==> config.mk <==
export PLATFORM = sky130hd
export DESIGN_NAME = mem_arbiter
export DESIGN_NICKNAME = d
export VERILOG_FILES = /design/src/rtl/mem_arbiter.sv
export SDC_FILE = /design/constraint.sdc
export NUM_CORES = 1
export LEC_CHECK = 0
export BUFFER_PORTS_ARGS = -buffer_cell sky130_fd_sc_hd__buf_2
export CAP_MARGIN = 0
export CORE_UTILIZATION = 25
export CTS_CLUSTER_DIAMETER = 100
export DETAILED_ROUTE_END_ITERATION = 10
export PLACE_DENSITY = 0.51
export SKIP_CTS_REPAIR_TIMING = 1
export SYNTH_ARGS = -nofsm -noshare
export SYNTH_HDL_FRONTEND = slang
export SYNTH_SLANG_ARGS = --single-unit
==> constraint.sdc <==
create_clock -name clk -period 1.36 [get_ports clk]
set_input_delay 0.34 -clock clk [delete_from_list [all_inputs] [get_ports clk]]
set_output_delay 0.34 -clock clk [all_outputs]
set_load 0.05 [all_outputs]
==> src/rtl/mem_arbiter.sv <==
// Two-port round-robin arbiter and sequencer for the 32 x 8 data memory.
// Each access runs IDLE/CAPTURE -> ISSUE -> CAPTURE, with done and read data returned on the edge leaving CAPTURE.
module mem_arbiter #(
  parameter int ADDR_W = 5,
  parameter int DATA_W = 8
) (
  input  logic              clk,
  input  logic              rst_n,
  input  logic              req_a,
  input  logic              req_b,
  input  logic              we_a,
  input  logic              we_b,
  input  logic [ADDR_W-1:0] addr_a,
  input  logic [ADDR_W-1:0] addr_b,
  input  logic [DATA_W-1:0] wdata_a,
  input  logic [DATA_W-1:0] wdata_b,
  output logic              gnt_a,
  output logic              gnt_b,
  output logic              done_a,
  output logic              done_b,
  output logic [DATA_W-1:0] rdata_a,
  output logic [DATA_W-1:0] rdata_b,
  output logic              busy,
  output logic              mem_en,
  output logic              mem_we,
  output logic [ADDR_W-1:0] mem_addr,
  output logic [DATA_W-1:0] mem_wdata,
  input  logic [DATA_W-1:0] mem_rdata
);

  typedef enum logic [1:0] {IDLE, ISSUE, CAPTURE} state_t;

  state_t state_q, state_d;
  logic last_b_q, last_b_d;   // 1 when port B holds the most recent grant
  logic serv_b_q, serv_b_d;   // port of the access currently in flight
  logic op_we_q, op_we_d;
  logic gnt_a_q, gnt_a_d, gnt_b_q, gnt_b_d;
  logic done_a_q, done_a_d, done_b_q, done_b_d;
  logic busy_q, busy_d;
  logic mem_en_q, mem_en_d, mem_we_q, mem_we_d;
  logic [ADDR_W-1:0] mem_addr_q, mem_addr_d;
  logic [DATA_W-1:0] mem_wdata_q, mem_wdata_d;
  logic [DATA_W-1:0] rdata_a_q, rdata_a_d, rdata_b_q, rdata_b_d;
  logic take_a, take_b, arb_ok;

  always_comb begin
    state_d     = state_q;
    last_b_d    = last_b_q;
    serv_b_d    = serv_b_q;
    op_we_d     = op_we_q;
    gnt_a_d     = 1'b0;
    gnt_b_d     = 1'b0;
    done_a_d    = 1'b0;
    done_b_d    = 1'b0;
    mem_en_d    = 1'b0;
    mem_we_d    = 1'b0;
    mem_addr_d  = mem_addr_q;
    mem_wdata_d = mem_wdata_q;
    rdata_a_d   = rdata_a_q;
    rdata_b_d   = rdata_b_q;

    // On contention the port that did not win last time goes first.
    take_a = req_a && (!req_b || last_b_q);
    take_b = req_b && (!req_a || !last_b_q);
    arb_ok = 1'b0;

    case (state_q)
      IDLE: begin
        arb_ok = 1'b1;
      end
      ISSUE: begin
        state_d = CAPTURE;
      end
      CAPTURE: begin
        arb_ok  = 1'b1;
        state_d = IDLE;
        if (serv_b_q) begin
          done_b_d = 1'b1;
          if (!op_we_q) rdata_b_d = mem_rdata;
        end else begin
          done_a_d = 1'b1;
          if (!op_we_q) rdata_a_d = mem_rdata;
        end
      end
      default: begin
        state_d = IDLE;
      end
    endcase

    if (arb_ok && (take_a || take_b)) begin
      state_d  = ISSUE;
      serv_b_d = take_b;
      last_b_d = take_b;
      mem_en_d = 1'b1;
      if (take_b) begin
        gnt_b_d     = 1'b1;
        op_we_d     = we_b;
        mem_we_d    = we_b;
        mem_addr_d  = addr_b;
        mem_wdata_d = wdata_b;
      end else begin
        gnt_a_d     = 1'b1;
        op_we_d     = we_a;
        mem_we_d    = we_a;
        mem_addr_d  = addr_a;
        mem_wdata_d = wdata_a;
      end
    end

    busy_d = (state_d != IDLE);
  end

  always_ff @(posedge clk or negedge rst_n) begin
    if (!rst_n) begin
      state_q     <= IDLE;
      last_b_q    <= 1'b1;
      serv_b_q    <= 1'b0;
      op_we_q     <= 1'b0;
      gnt_a_q     <= 1'b0;
      gnt_b_q     <= 1'b0;
      done_a_q    <= 1'b0;
      done_b_q    <= 1'b0;
      busy_q      <= 1'b0;
      mem_en_q    <= 1'b0;
      mem_we_q    <= 1'b0;
      mem_addr_q  <= '0;
      mem_wdata_q <= '0;
      rdata_a_q   <= '0;
      rdata_b_q   <= '0;
    end else begin
      state_q     <= state_d;
      last_b_q    <= last_b_d;
      serv_b_q    <= serv_b_d;
      op_we_q     <= op_we_d;
      gnt_a_q     <= gnt_a_d;
      gnt_b_q     <= gnt_b_d;
      done_a_q    <= done_a_d;
      done_b_q    <= done_b_d;
      busy_q      <= busy_d;
      mem_en_q    <= mem_en_d;
      mem_we_q    <= mem_we_d;
      mem_addr_q  <= mem_addr_d;
      mem_wdata_q <= mem_wdata_d;
      rdata_a_q   <= rdata_a_d;
      rdata_b_q   <= rdata_b_d;
    end
  end

  assign gnt_a     = gnt_a_q;
  assign gnt_b     = gnt_b_q;
  assign done_a    = done_a_q;
  assign done_b    = done_b_q;
  assign rdata_a   = rdata_a_q;
  assign rdata_b   = rdata_b_q;
  assign busy      = busy_q;
  assign mem_en    = mem_en_q;
  assign mem_we    = mem_we_q;
  assign mem_addr  = mem_addr_q;
  assign mem_wdata = mem_wdata_q;

endmodule

==> run_results.csv <==
group,metric,value,unit
logic_synthesis,async_flop_share,100,%
critical_path,reg2reg_slack,-9,ps
die,num_rows,28,
routing,routed_wirelength,3660,µm
clocking,clk_path_buf_depth,2,
critical_path,crit_arrival,1550,ps
flow_run,maxCapViolCount,0,
grt,grt_pass1_wl,5460,µm
critical_path,slowest_stage,"dfrtp_1",
critical_path,cp.depth,4,
timing,fin_crit,1370,ps
routing,wire_per_inst,13.4,µm
critical_path,reg2reg_to,"rdata_b[0]$_DFFE_PN0P_",
logic_synthesis,synth_commonest_cells,"dfrtp_1, a221o_1, and2_1",
clocking,cts-root-buf,"clkbuf_8",
clocking,clkLatencyLatePin,290,ps
timing,fmax,0.730,GHz
logic_synthesis,syn_nets,146,
critical_path,start_kind,"flip-flop",
power_and_ir_drop,peakVddDrop,1380,µV
critical_path,crit_path_cell_trace,"and3b_1 > nor2b_4 > buf_8 > mux2_4",
critical_path,cp_top_family,"flip-flops",
clocking,cts_tree,"built",
final_layout,num_antenna_cells,0,
placement,io_buffers,75,
power_and_ir_drop,power.density,2150,nW/µm²
logic_synthesis,ys_warn_count,0,
critical_path,critPathCapture,"rdata_b[0]$_DFFE_PN0P_",
logic_synthesis,yosys-top-cells-area,"dfrtp_1, a221o_1, mux2_4",
final_layout,syn_to_final_growth,44.5,%
placement,hpwlAfterDp,2670,µm
timing,fin_ws,-9.26,ps
die,initial_core_util,26.6,%
logic_synthesis,yosysMostFrequentCell,"dfrtp_1",
placement,place_inst,263,
logic_synthesis,synth_ff_type,"dfrtp_1",
clocking,cts_max_level,2,
critical_path,crit_path_max_incr_delay,410,ps
final_layout,final_cells,273,
logic_synthesis,yosys.area.top_type,"dfrtp_1",
power_and_ir_drop,power,5.05,mW
logic_synthesis,yosys.area.top_type_share,61.7,%
final_layout,fin_area,2340,µm²
logic_synthesis,syn-mean-instance-area,15.3,µm²
timing,hold_violations,0,
logic_synthesis,netlist_area,1620,µm²
grt,grt_usage,11.2,%
timing,rsz0062_at_grt,"yes",
grt,grt_pass1_vias,1149,
clocking,cts_buffers,5,
worst_hold_path,hp-class,"input port to flip-flop",
timing,relSlewSlack,82.4,%
critical_path,end_kind,"flip-flop",
critical_path,cp_max_fo,8,
power_and_ir_drop,cellLeakagePower,1.20,nW
routing,num_vias,1176,
placement,placed_cell_area,2180,µm²
routing,drtPass1Iterations,4,
timing,fin_worst_skew,6.56,ps
routing,via_per_inst,4.31,
timing,fin_crit_sh,101,%
final_layout,nets,237,
routing,drcViolationCount,0,
timing,finalSetupViolCount,6,
logic_synthesis,syn_inst,106,
timing,tightest_slew,267,ps
logic_synthesis,ys_seq_elements,41,
outcome,outcome,"finished, violations left",
routing,drt_iter0_markers,36,
die,core,6100,µm²
logic_synthesis,synth_edf_count,0,
die,dieArea,6810,µm²
worst_hold_path,min_path_cells,2,
final_layout,fin_util,38.4,%
placement,gp_congestion,0.711,
outcome,violations,"setup timing",
critical_path,worstRegToRegCells,4,
logic_synthesis,ys_types,21,
critical_path,cp_num_buf_inv,1,
clocking,clkSinkCount,41,
timing,final_max_slew_viol_count,0,
clocking,clkSlewWorstSetupHoldPaths,70,ps
final_layout,drive_above_1_share,59.1,%
logic_synthesis,ys_seq_area_share,63.3,%
critical_path,worstPathRequired,1540,ps
die,die_h,82.5,µm
grt,antenna_found_initial,0,
grt,grt_max_degree,18,
die,die_x,82.5,µm
critical_path,path_class,"flip-flop to flip-flop",
critical_path,reg2reg_from,"state_q[0]$_DFF_PN0_",
routing,detail-route-antenna-nets,0,
critical_path,critPathLaunch,"state_q[0]$_DFF_PN0_",
grt,grt_overflow,0,
die,ios,76,
final_layout,fillers,618,
-- where the power goes --
group / leakage (nW) / switching (mW) / internal, mW
clock: 0.0455 / 0.396 / 0.414
sequential: 0.501 / 0.210 / 1.60
combinational: 0.657 / 1.64 / 0.790
-- stage by stage --
| step | setup TNS [ps] | setup WS (ps) | hold WS, ps |
|---|---|---|---|
| 2_1_floorplan | -0.268 | -0.0335 | 44.4 |
| 3_3_place_gp | -215 | -27.6 | 188 |
| 3_5_place_dp | -455 | -59.6 | 189 |
| 4_1_cts | -545 | -73.3 | -130 |
| 5_1_grt | -908 | -84.3 | 265 |
| 6_report | -32.4 | -9.26 | 277 |
-- sequential cells by signal, summed over array words and instances, names as in the netlist --
register,cells
mem_we,1
rdata_b,8
busy,1
last_b_q,1
mem_wdata,8
done_b,1
state_q,2
gnt_b,1
gnt_a,1
done_a,1
serv_b_q,1
mem_addr,5
mem_en,1
rdata_a,8
op_we_q,1
-- area by class of cell --
| class | count | area (µm²) | share of cell area [%] |
|---|---|---|---|
| clock buffers | 8 | 90.1 | 3.84 |
| inverters | 4 | 15.0 | 0.641 |
| multi-input cells | 57 | 606 | 25.8 |
| flip-flops and latches | 41 | 1030 | 43.8 |
| well taps | 75 | 93.8 | 4.00 |
| repair buffers | 88 | 512 | 21.8 |
-- worst reg2reg max path, cell delays in order, from the launching register on --
cell	delay [ps]
dfrtp_1	410
and3b_1	240
nor2b_4	150
buf_8	150
mux2_4	310
-- how the worst min path moves through the flow --
stage,startpoint,slack (ps),end
after floorplan,rst_n,40,busy$_DFF_PN0_
after global routing,addr_a[2],270,mem_addr[2]$_DFFE_PN0P_
final,wdata_b[5],280,mem_wdata[5]$_DFFE_PN0P_
after detailed placement,rst_n,190,rdata_b[0]$_DFFE_PN0P_
after global placement,rst_n,190,rdata_b[6]$_DFFE_PN0P_
after CTS,rst_n,-130,rdata_b[0]$_DFFE_PN0P_
-- layer usage --
| layer | wire length, µm | track usage, % | vias to the layer above | part of all wire, % |
|---|---|---|---|---|
| met4 | 62 | 4.66 | 0 | 1.7 |
| li1 | - | - | 563 | - |
| met2 | 1490 | 16.8 | 65 | 41 |
| met5 | 0 | 0 | - | 0 |
| met1 | 1740 | 14.4 | 540 | 48 |
| met3 | 364 | 4.51 | 8 | 10 |
-- cells in the final DEF (no fill, tap or decap) --
cell type,n
a211oi_4,1
a21o_1,2
a221o_1,14
a22o_1,1
and2_1,14
and3b_1,1
buf_12,2
buf_2,75
buf_4,8
buf_6,1
buf_8,1
clkbuf_1,2
clkbuf_8,6
dfrtp_1,40
dfstp_2,1
dlygate4sd3_1,1
inv_1,3
inv_2,1
mux2_4,16
nand2b_4,1
nor2_1,2
nor2b_4,1
nor3_4,1
o211a_4,1
o21ai_0,1
o21bai_2,1
-- kinds of logic (layout without fill, tap and decap cells) --
| logic type | after synthesis | in the layout | share of synthesized area [%] |
|---|---|---|---|
| buf+inv | 8 | 100 | 2.55 |
| simple gates | 20 | 20 | 8.18 |
| mux | 16 | 16 | 13.0 |
| flops | 41 | 41 | 63.3 |
| compound gates | 21 | 21 | 13.0 |
Note: power is estimated with default switching activity, not from simulation.
